[src/rtl/pulse_bram_write_arbiter.sv]
// pulse_bram_write_arbiter: round-robin arbiter sharing one BRAM write port between burst-writing pulse channels
// Ports:
//   clk, rst            clock and synchronous active-high reset
//   req_valid/req_last  per-channel beat valid and end-of-burst flag
//   req_addr/req_data   per-channel byte address and write data, slice i = [i*W +: W]
//   req_ready           per-channel accept, decoded from registered state only
//   bram_addr/bram_data_in/bram_we/ena  registered BRAM port A write signals (ena == bram_we)
//   grant_id            current or last granted channel
//   busy                high while a burst owns the port
//   timeout_err         one-cycle pulse when a stalled burst is forcibly released
// Optional feature: define ARB_GRANT_STATS_EN to add grant_cnt (completed bursts per channel)
// and timeout_cnt (forced releases) outputs.
module pulse_bram_write_arbiter #(
    parameter int NUM_REQ = 2,
    parameter int ADDR_W  = 32,
    parameter int DATA_W  = 32,
    parameter int TIMEOUT = 64
) (
    input  logic                      clk,
    input  logic                      rst,
    input  logic [NUM_REQ-1:0]        req_valid,
    input  logic [NUM_REQ-1:0]        req_last,
    input  logic [NUM_REQ*ADDR_W-1:0] req_addr,
    input  logic [NUM_REQ*DATA_W-1:0] req_data,
    output logic [NUM_REQ-1:0]        req_ready,
    output logic [ADDR_W-1:0]         bram_addr,
    output logic [DATA_W-1:0]         bram_data_in,
    output logic                      bram_we,
    output logic                      ena,
    output logic [1:0]                grant_id,
    output logic                      busy,
    output logic                      timeout_err
`ifdef ARB_GRANT_STATS_EN
    ,
    output logic [NUM_REQ*32-1:0]     grant_cnt,
    output logic [31:0]               timeout_cnt
`endif
);
    localparam int CW = $clog2(TIMEOUT) + 1;
    typedef enum logic {IDLE, GRANT} state_t;
    state_t            state_q, state_d;
    logic [1:0]        rr_ptr, pick;
    logic              found, sel_valid, sel_last, accept, timeout_hit;
    logic [ADDR_W-1:0] sel_addr;
    logic [DATA_W-1:0] sel_data;
    logic [CW-1:0]     idle_cnt;
    always_comb begin
        sel_valid = 1'b0;
        sel_last  = 1'b0;
        sel_addr  = '0;
        sel_data  = '0;
        req_ready = '0;
        for (int i = 0; i < NUM_REQ; i++) begin
            if (grant_id == 2'(i)) begin
                sel_valid    = req_valid[i];
                sel_last     = req_last[i];
                sel_addr     = req_addr[i*ADDR_W +: ADDR_W];
                sel_data     = req_data[i*DATA_W +: DATA_W];
                req_ready[i] = (state_q == GRANT);
            end
        end
    end
    // Scan from the farthest candidate to the nearest so the channel right after rr_ptr wins.
    always_comb begin
        found = 1'b0;
        pick  = rr_ptr;
        for (int k = NUM_REQ; k >= 1; k--) begin
            for (int i = 0; i < NUM_REQ; i++) begin
                if (req_valid[i] && ((int'(rr_ptr) + k) % NUM_REQ) == i) begin
                    found = 1'b1;
                    pick  = 2'(i);
                end
            end
        end
    end
    // The cycle that would bring the idle count to TIMEOUT-1 releases the burst.
    always_comb begin
        accept      = (state_q == GRANT) && sel_valid;
        timeout_hit = (state_q == GRANT) && !sel_valid && (idle_cnt == CW'(TIMEOUT - 2));
        state_d     = (state_q == IDLE) ? (found ? GRANT : IDLE)
                                        : (((accept && sel_last) || timeout_hit) ? IDLE : GRANT);
    end
    always_ff @(posedge clk) begin
        if (rst) begin
            state_q      <= IDLE;
            rr_ptr       <= 2'(NUM_REQ - 1);
            grant_id     <= '0;
            idle_cnt     <= '0;
            bram_addr    <= '0;
            bram_data_in <= '0;
            bram_we      <= 1'b0;
            timeout_err  <= 1'b0;
        end else begin
            state_q     <= state_d;
            bram_we     <= accept;
            timeout_err <= timeout_hit;
            idle_cnt    <= (state_q != GRANT || accept) ? '0 : idle_cnt + 1'b1;
            if (state_q == IDLE && found) grant_id <= pick;
            if (accept) begin
                bram_addr    <= sel_addr;
                bram_data_in <= sel_data;
            end
            if ((accept && sel_last) || timeout_hit) rr_ptr <= grant_id;
        end
    end
    assign ena  = bram_we;
    assign busy = (state_q == GRANT);
`ifdef ARB_GRANT_STATS_EN
    always_ff @(posedge clk) begin
        if (rst) begin
            grant_cnt   <= '0;
            timeout_cnt <= '0;
        end else begin
            for (int i = 0; i < NUM_REQ; i++)
                if (accept && sel_last && grant_id == 2'(i))
                    grant_cnt[i*32 +: 32] <= grant_cnt[i*32 +: 32] + 32'd1;
            if (timeout_hit) timeout_cnt <= timeout_cnt + 32'd1;
        end
    end
`endif
endmodule

[config.mk]
export PLATFORM = sky130hd
export DESIGN_NAME = pulse_bram_write_arbiter
export DESIGN_NICKNAME = d
export VERILOG_FILES = /design/src/rtl/pulse_bram_write_arbiter.sv
export SDC_FILE = /design/constraint.sdc
export NUM_CORES = 1
export LEC_CHECK = 0
export CAP_MARGIN = 40
export CORE_MARGIN = 3
export CORE_UTILIZATION = 42
export DETAILED_ROUTE_END_ITERATION = 8
export HOLD_SLACK_MARGIN = 0.1
export PLACE_DENSITY = 0.93
export SETUP_SLACK_MARGIN = 0.15
export SYNTH_ARGS = -nofsm -noshare
export SYNTH_HDL_FRONTEND = slang
export SYNTH_SLANG_ARGS = --single-unit
[constraint.sdc]
create_clock -name clk -period 4.65 [get_ports clk]
set_clock_uncertainty 0.2 [all_clocks]
set_input_delay 0.93 -clock clk [delete_from_list [all_inputs] [get_ports clk]]
set_output_delay 0.93 -clock clk [all_outputs]
set_load 0.02 [all_outputs]
Word level (Yosys, flattened, before mapping):

Cells that the tools add are included.

* $add $sub $neg: 3
* equal/unequal tests: 4
* mux-type cells: 21
* bitwise operators: 3
* reduce and logical (&&, ||, !) cells: 16

Operators with widths (count)
* $mux 32: 4
* $logic_not 32->1: 2
* $mux 1: 13
* $logic_and 1x1->1: 9
* $mux 2: 4
* $add 7x1->7 const B: 1
* $eq 7x6->1 const B: 1
* $eq 2x2->1 const B: 2
* $add 1x1->1 const B: 2
* $and 1x1->1 const A: 2
* $eq 2x1->1 const B: 1
* $logic_not 2->1: 1
* $logic_or 1x1->1: 2
* $reduce_or 2->1: 1
* $logic_not 1->1: 1
* $not 1->1: 1

* register bits: 78
* input port bits: 134
* output and inout bits: 72
* word-level logic and storage cells: 55

Logic depth before layout (Yosys ltp):

* depth after elaboration: 10
* mapped depth: 8

Worst setup path after synthesis:

Ideal clock, no wire load.

* kind: reg2out
* start: reg grant_id[0]
* end: out req_ready[1]
* arrival: 1.378 ns
* setup slack: 2.142 ns
* cell stages (with the launch flop): 6
* buffers on the path: 3
* cells stage by stage: dfxtp_1 -> buf_4 -> buf_4 -> buf_2 -> inv_1 -> nor2_1

* word-level cells in the longest chain between the ends: 2

Ends and longest elaborated chain
* start, declared: RTL line 30 `output logic [1:0] grant_id,`
* start signal, assigned: RTL line 98 `if (state_q == IDLE && found) grant_id <= pick;`
* $eq 2x1->1: RTL line 54 `if (grant_id == 2'(i)) begin`
* $mux 1: RTL line 54
* end, declared: RTL line 25 `output logic [NUM_REQ-1:0] req_ready,`

No other way between the ends.

Final worst setup path:

Ends and elaborated chain as after synthesis.

==> results.toml <==
[route]
vias = 3613
wl_per_cell_um = 14.89
drc = 0
drt_pass1_iterations = 4
drt_iter0_markers = 90
antenna_left = 0
routed_via_density = 5.067
postRouteWirelength_mm = 10.62

[clock_tree]
clockBufferDepth = 2
htree_levels = 3
cts_buffers = 9
cts_setup_buffers = 0
cts_resized = 0
clk_pin_slew_ns = 0.08
cts_root_buffer = "clkbuf_8"
postCtsHoldBufs = 0
cts_tree = "done"
clock_latency_ns = 0.34
cts_sinks = 77

[timing]
timing.final.hold_violations = 0
rsz0062_at_grt = "false"
fin_ws_ns = 1.616
hold_slack_ns = 0.2518
fmax_mhz = 329.6
tightest_slew_ns = 0.6194
period_needed_ns = 3.034
drv_slew = 0
max_slew_margin_pct = 58.71
post-route-period-util_pct = 65.26
tns_ns = 0
final-setup-viol-count = 0

[logic_synthesis]
synthCells = 421
ys_seq_elements = 77
yosys-top-cells-area = "dfxtp_1 42%, mux2i_1 18%, or3_1 11%, a21oi_1 9.0%, nand2_1 6.8%"
synth_top_area_share_pct = 42.45
yosys-top-cells-count = "77 x dfxtp_1, 67 x mux2i_1, 66 x nand2_1, 65 x a21oi_1, 64 x or3_1"
synth_top_cell_by_area = "dfxtp_1"
yosysWarnings = 0
yosysSeqAreaShare_pct = 42.45
synth_nets = 557
synth-edff-count = 0
ys.flop_type = "dfxtp_1"
ys_types = 26
ys_async_sr_fraction_pct = 0
syn-cell-area_mm2 = 0.003631
yosysMostFrequentCell = "dfxtp_1"
syn_area_per_cell_um2 = 8.625

[setup_path]
crit_arrival_ns = 1.90
required_ns = 3.52
critical-path-top-delay-family = "flip-flops"
worst-path-max-fanout = 39
cp_slowest_cell = "dfxtp_4"
critPathLaunchType = "register"
end_kind = "output pin"
critical_path.max_stage_delay_ns = 0.76
worstReg2RegStart = "grant_id[0]"
r2r-end = "bram_addr[17]"
crit_path_start = "grant_id[0]"
cp_num_buf_inv = 2
path_class = "reg2out"
r2r_cells = 5
r2r_setup_slack_ns = 2.12
cp_cell_sequence = "inv_1, nor2_1, clkdlybuf4s50_1"

[grt]
grt_pass1_wl_mm = 16.79
antenna_found_initial = 0
grt_overflow = 0
grt_max_degree = 70
grt_pass1_vias = 3521
track_usage_pct = 20.72

[pwr]
power_frac_seq_pct = 45.1
leakagePower_nw = 2.013
p_int_mw = 1.167
p_switching_mw = 0.4370
total_power_mw = 1.604
p_per_area_mw_per_mm2 = 273.2
swShare_pct = 27.25
ir_worst_vdd_uv = 173.4
comb_power_share_pct = 23.6
clkPwrFrac_pct = 31.3

[finish]
nets = 739
area_growth_pct = 61.68
finalNonFillerCells = 713
drive_gt1_share_pct = 4.276
final_util_pct = 70.74
stdcell_area_mm2 = 0.005871
antenna_cells = 0

[floorplanning]
die_w_um = 98.98
dieArea_mm2 = 0.009797
num_rows = 33
floorplan.initialDensity_pct = 43.75
pin_count = 206
core_mm2 = 0.008299
die_y_um = 98.98

[placement]
placement.setup.worst_slack_ns = 1.484
placed_cells = 697
io_buffers = 205
placed_cell_area_mm2 = 0.005673
dpl.hpwl_mm = 8.028
place_congestion = 0.7712

[min_path]
min_to = "bram_addr[16]"
hold_start = "bram_addr[16]"
holdPathStages = 2
min_path_type = "reg2reg"

[outcome]
status = "complete, no violations"

[job]
max_cap_viol_count = 0
==> area by class of cell <==
class                           instances  area [µm²]
Fill cell                             619        2429
Clock inverter                          7       73.82
Timing Repair Buffer                  210        2110
Multi-Input combinational cell        302        1874
Sequential cell                        77        1546
Clock buffer                            9       123.9
Tap cell                              105       131.4
Inverter                                3       11.26
==> tightest hold or removal path, cell delays in order, from the launching register on <==
cell     delay, ns
dfxtp_1       0.31
nand2_1       0.05
a21oi_1       0.05
==> how the worst max path moves through the flow <==
stage                          to  slack [ns]  cells after the start
floorplan            req_ready[1]        2.14                      5
global placement             busy        1.44                      5
detailed placement  bram_addr[24]        1.48                      6
CTS                  req_ready[1]        1.58                      3
global route         req_ready[1]        1.50                      3
finish               req_ready[1]        1.62                      3
==> power by group through the flow <==
| stage | combinational, mW | sequential, mW | clock [mW] |
|---|---|---|---|
| 2_1_floorplan | 0.143 | 0.769 | 0 |
| 3_3_place_gp | 0.364 | 0.736 | 0 |
| 3_5_place_dp | 0.380 | 0.738 | 0 |
| 4_1_cts | 0.382 | 0.723 | 0.512 |
| 5_1_grt | 0.407 | 0.728 | 0.546 |
| 6_report | 0.379 | 0.723 | 0.502 |
==> logic make-up after synthesis <==
kind of cell | Yosys count | synth area share [%]
adders and majority gates | 2 | 0.6891
xor gates and xnor gates | 5 | 1.206
and+or+nand+nor | 160 | 21.85
DFF | 77 | 42.45
buffers and inverters | 42 | 5.927
muxes | 67 | 18.47
AOI/OAI and AO/OA | 68 | 9.407
==> flip-flops by register name (all words and copies together) (netlist names) <==
signal and cells:
bram_addr 32, bram_data_in 32, idle_cnt 7, timeout_err 1
grant_id 2, busy 1, rr_ptr 1, bram_we 1
==> cell usage in the layout, fill, tap and decap left out, types with 2 or more instances in the layout <==
| cell | instances |
|---|---|
| clkinvlp_4 | 2 |
| nor2_1 | 17 |
| inv_1 | 3 |
| nand2b_1 | 2 |
| buf_12 | 2 |
| xnor2_1 | 2 |
| nor3_1 | 2 |
| buf_4 | 3 |
| nand3_1 | 3 |
| clkbuf_8 | 9 |
| clkdlybuf4s50_1 | 204 |
| nand2_1 | 66 |
| ha_1 | 2 |
| dfxtp_1 | 75 |
| mux2i_1 | 67 |
| xor2_1 | 3 |
| a21oi_1 | 65 |
| or3_1 | 64 |
==> routing by layer <==
layer / wire length (µm) / GRT usage (%) / share of wire, % / vias up
li1: - / - / - / 1812
met1: 4097 / 23.54 / 39 / 1670
met2: 5650 / 38.48 / 53 / 116
met3: 727 / 5.308 / 6.8 / 15
met4: 140 / 4.937 / 1.3 / 0
met5: 0 / 0 / 0 / -
Note: power is estimated with default switching activity, not from simulation.
==> variant: new RTL, same flow settings <==
The option `ARB_GRANT_STATS_EN` is turned on by a define.
--- a/src/rtl/pulse_bram_write_arbiter.sv
+++ b/src/rtl/pulse_bram_write_arbiter.sv
@@ -12,2 +12,4 @@
 // and timeout_cnt (forced releases) outputs.
+`define ARB_GRANT_STATS_EN
+
 module pulse_bram_write_arbiter #(
Behaviour (old outputs only; new: grant_cnt and timeout_cnt): unchanged (equiv_simple and equiv_induct, registers matched by name and starting in step).
==> variant against the unedited design <==
Largest power group unchanged; final cell count up 100%; final area up 99%; die area up 110%; routed wire length up 120%; sequential cell count up 96; first-iteration DRC count rose to 4.0 times the old value; setup slack worse by 0.31 ns; synthesized area up 120%; total power up 120%; worst hold slack better by 0.033 ns; count of clock-buffer cells in the layout up 10; non-clock buffer count up 100.
==> variant: results (changes against the unedited design) <==
Run status
  • Status: finished, final reports clean

Logic synthesis
  • Post-synthesis async set-or-reset flop share: 0 (unchanged)
  • Mux share of post-synthesis cell area: 0.0884 (-0.0963)
  • Post-Synth Adder-Cell Area: 0.00788 (+0.000987)
  • Syn nets: 1091 (+96%)
  • Top post-synthesis cells by area: dfxtp_1, mux2i_1, nor2_1
  • Post-synthesis xor/xnor area fraction: 0.0827 (+0.0707)
  • Sequential share of the synthesized area: 0.436 (+0.0116)
  • Syn. warnings: 0 (unchanged)
  • Top post-synthesis cells by count: dfxtp_1, nor2_1, nor3_1
  • Synth cell types: 38 (+46%)
  • Synth Area in Compound Gates: 0.0752 (-0.0189)
  • Main combinational cell family by area after synthesis: simple AND/OR/NAND/NOR gates

Finish
  • Ratio of cells with drive above 1 in the final layout: 0.0400 (-0.00280)
  • Number of flip-flops in the largest register: 64
  • Antenna cell count: 0 (unchanged)
  • Biggest register: grant_cnt
  • Filler Cells Inserted: 1462 (+140%)
  • Nets@finish: 1352 (+83%)

Place
  • Post-DP HPWL: 17600 µm (+120%)
  • IO buf count: 301 (+47%)
  • GP Congestion: 0.895 (+16%)

Power
  • Maximum vdd ir drop: 265 µV (+53%)
  • P_leak: 3.84 nW (+91%)

Routing
  • DR iter-0 viols: 357 (+300%)
  • Drt total wl: 23900 µm (+120%)
  • Drt first pass iters: 5 (+1)
  • Vias post-DR: 7881 (+120%)

Timing
  • Max transition margin: 0.395 (-0.192)

Global routing
  • Largest net degree at the start of global routing: 66 (-5.7%)
  • Initial antenna violation count: 0 (unchanged)
  • First-pass GRT wire length: 36800 µm (+120%)
  • Tot GR Track Use: 0.218 (+0.0106)
  • Vias in the first global route: 7513 (+110%)

CTS
  • Post-CTS setup buffer count: 0 (unchanged)
  • Resize count post-CTS: 0 (unchanged)
  • CTS root buf: clkbuf_16
  • # H-tree levels: 4 (+1)
  • TritonCTS buffer count: 17 (+8)
  • Worst skew pair latency: 0.41 ns (+0.07 ns)
  • Clock-pin slew on the worst setup and hold paths: 0.06 ns (-0.02 ns)
  • CTS Buffer Depth: 2 (unchanged)

Worst setup path
  • Worst-path maximum fanout: 30 (-23%)
  • Critical path arrival: 2.22 ns (+0.32 ns)

Worst hold path
  • Worst Hold Class: flip-flop to flip-flop
-- variant: cell types whose count changed after synthesis, sizes merged, moves of 42 or more --
| cell | unedited run | this run |
|---|---|---|
| clkbuf | 19 | 61 |
| dfxtp | 77 | 173 |
| nor2 | 17 | 156 |
| nor3 | 2 | 93 |
| or3 | 64 | 18 |
| xnor2 | 2 | 62 |
-- variant: cell families (layout without fill, tap and decap cells) --
logic type,after synthesis,after routing
AO/OA/AOI/OAI,115,115
flip-flops,173,173
buffers and inverters,87,361
XOR/XNOR,75,75
AND/OR/NAND/NOR,427,427
adder cells (fa/ha/maj),5,5
multiplexers,70,70
-- variant: path summary, 6_finish.rpt --
check                    end  slack (ns)       startpoint  cells after the start
max             req_ready[1]        1.30      grant_id[0]                      2
min          bram_data_in[1]        0.28  bram_data_in[1]                      2
max reg2reg  timeout_cnt[24]        1.49      idle_cnt[3]                      5
min reg2reg  bram_data_in[1]        0.28  bram_data_in[1]                      2
-- variant: layer usage --
| layer | part of all wire | wire length (µm) | up-vias | GRT usage |
|---|---|---|---|---|
| met3 | 0.059 | 1400 | 34 | 0.0559 |
| met1 | 0.40 | 9530 | 3737 | 0.259 |
| li1 | - | - | 3858 | - |
| met5 | 0 | 0 | - | 0 |
| met4 | 0.020 | 477 | 0 | 0.0654 |
| met2 | 0.52 | 12500 | 252 | 0.387 |
-- variant: where the power goes --
| group | total [mW] | leakage [nW] | internal, mW | switching (mW) |
|---|---|---|---|---|
| logic | 0.424 | 2.14 | 0.227 | 0.197 |
| clock network | 1.48 | 0.301 | 0.864 | 0.619 |
| registers | 1.55 | 1.40 | 1.52 | 0.0288 |
-- variant: critical path: stages (launching register included) --
cell and delay, ns:
dfxtp_4 0.66, and3b_1 0.45, clkdlybuf4s50_1 0.70
-- variant: stage by stage --
stage | instance area (µm²) | utilization | std cells | worst slack (ns)
6_report | 11700 | 0.639 | 1455 | 1.30
5_1_grt | 11700 | 0.639 | 1455 | 1.19
4_1_cts | 11700 | 0.639 | 1455 | 1.25
3_5_place_dp | 11100 | 0.605 | 1423 | 1.13
3_3_place_gp | 11000 | 0.604 | 1422 | 1.19
2_1_floorplan | 7940 | - | 952 | 1.90
-- variant: final cells by class --
type                            instances  area, µm²  area share
Inverter                               19       71.3     0.00611
Clock inverter                         13        179      0.0153
Multi-Input combinational cell        692       4140       0.354
Timing Repair Buffer                  310       3100       0.265
Clock buffer                           19        433      0.0371
Tap cell                              229        287      0.0245
Sequential cell                       173       3470       0.297
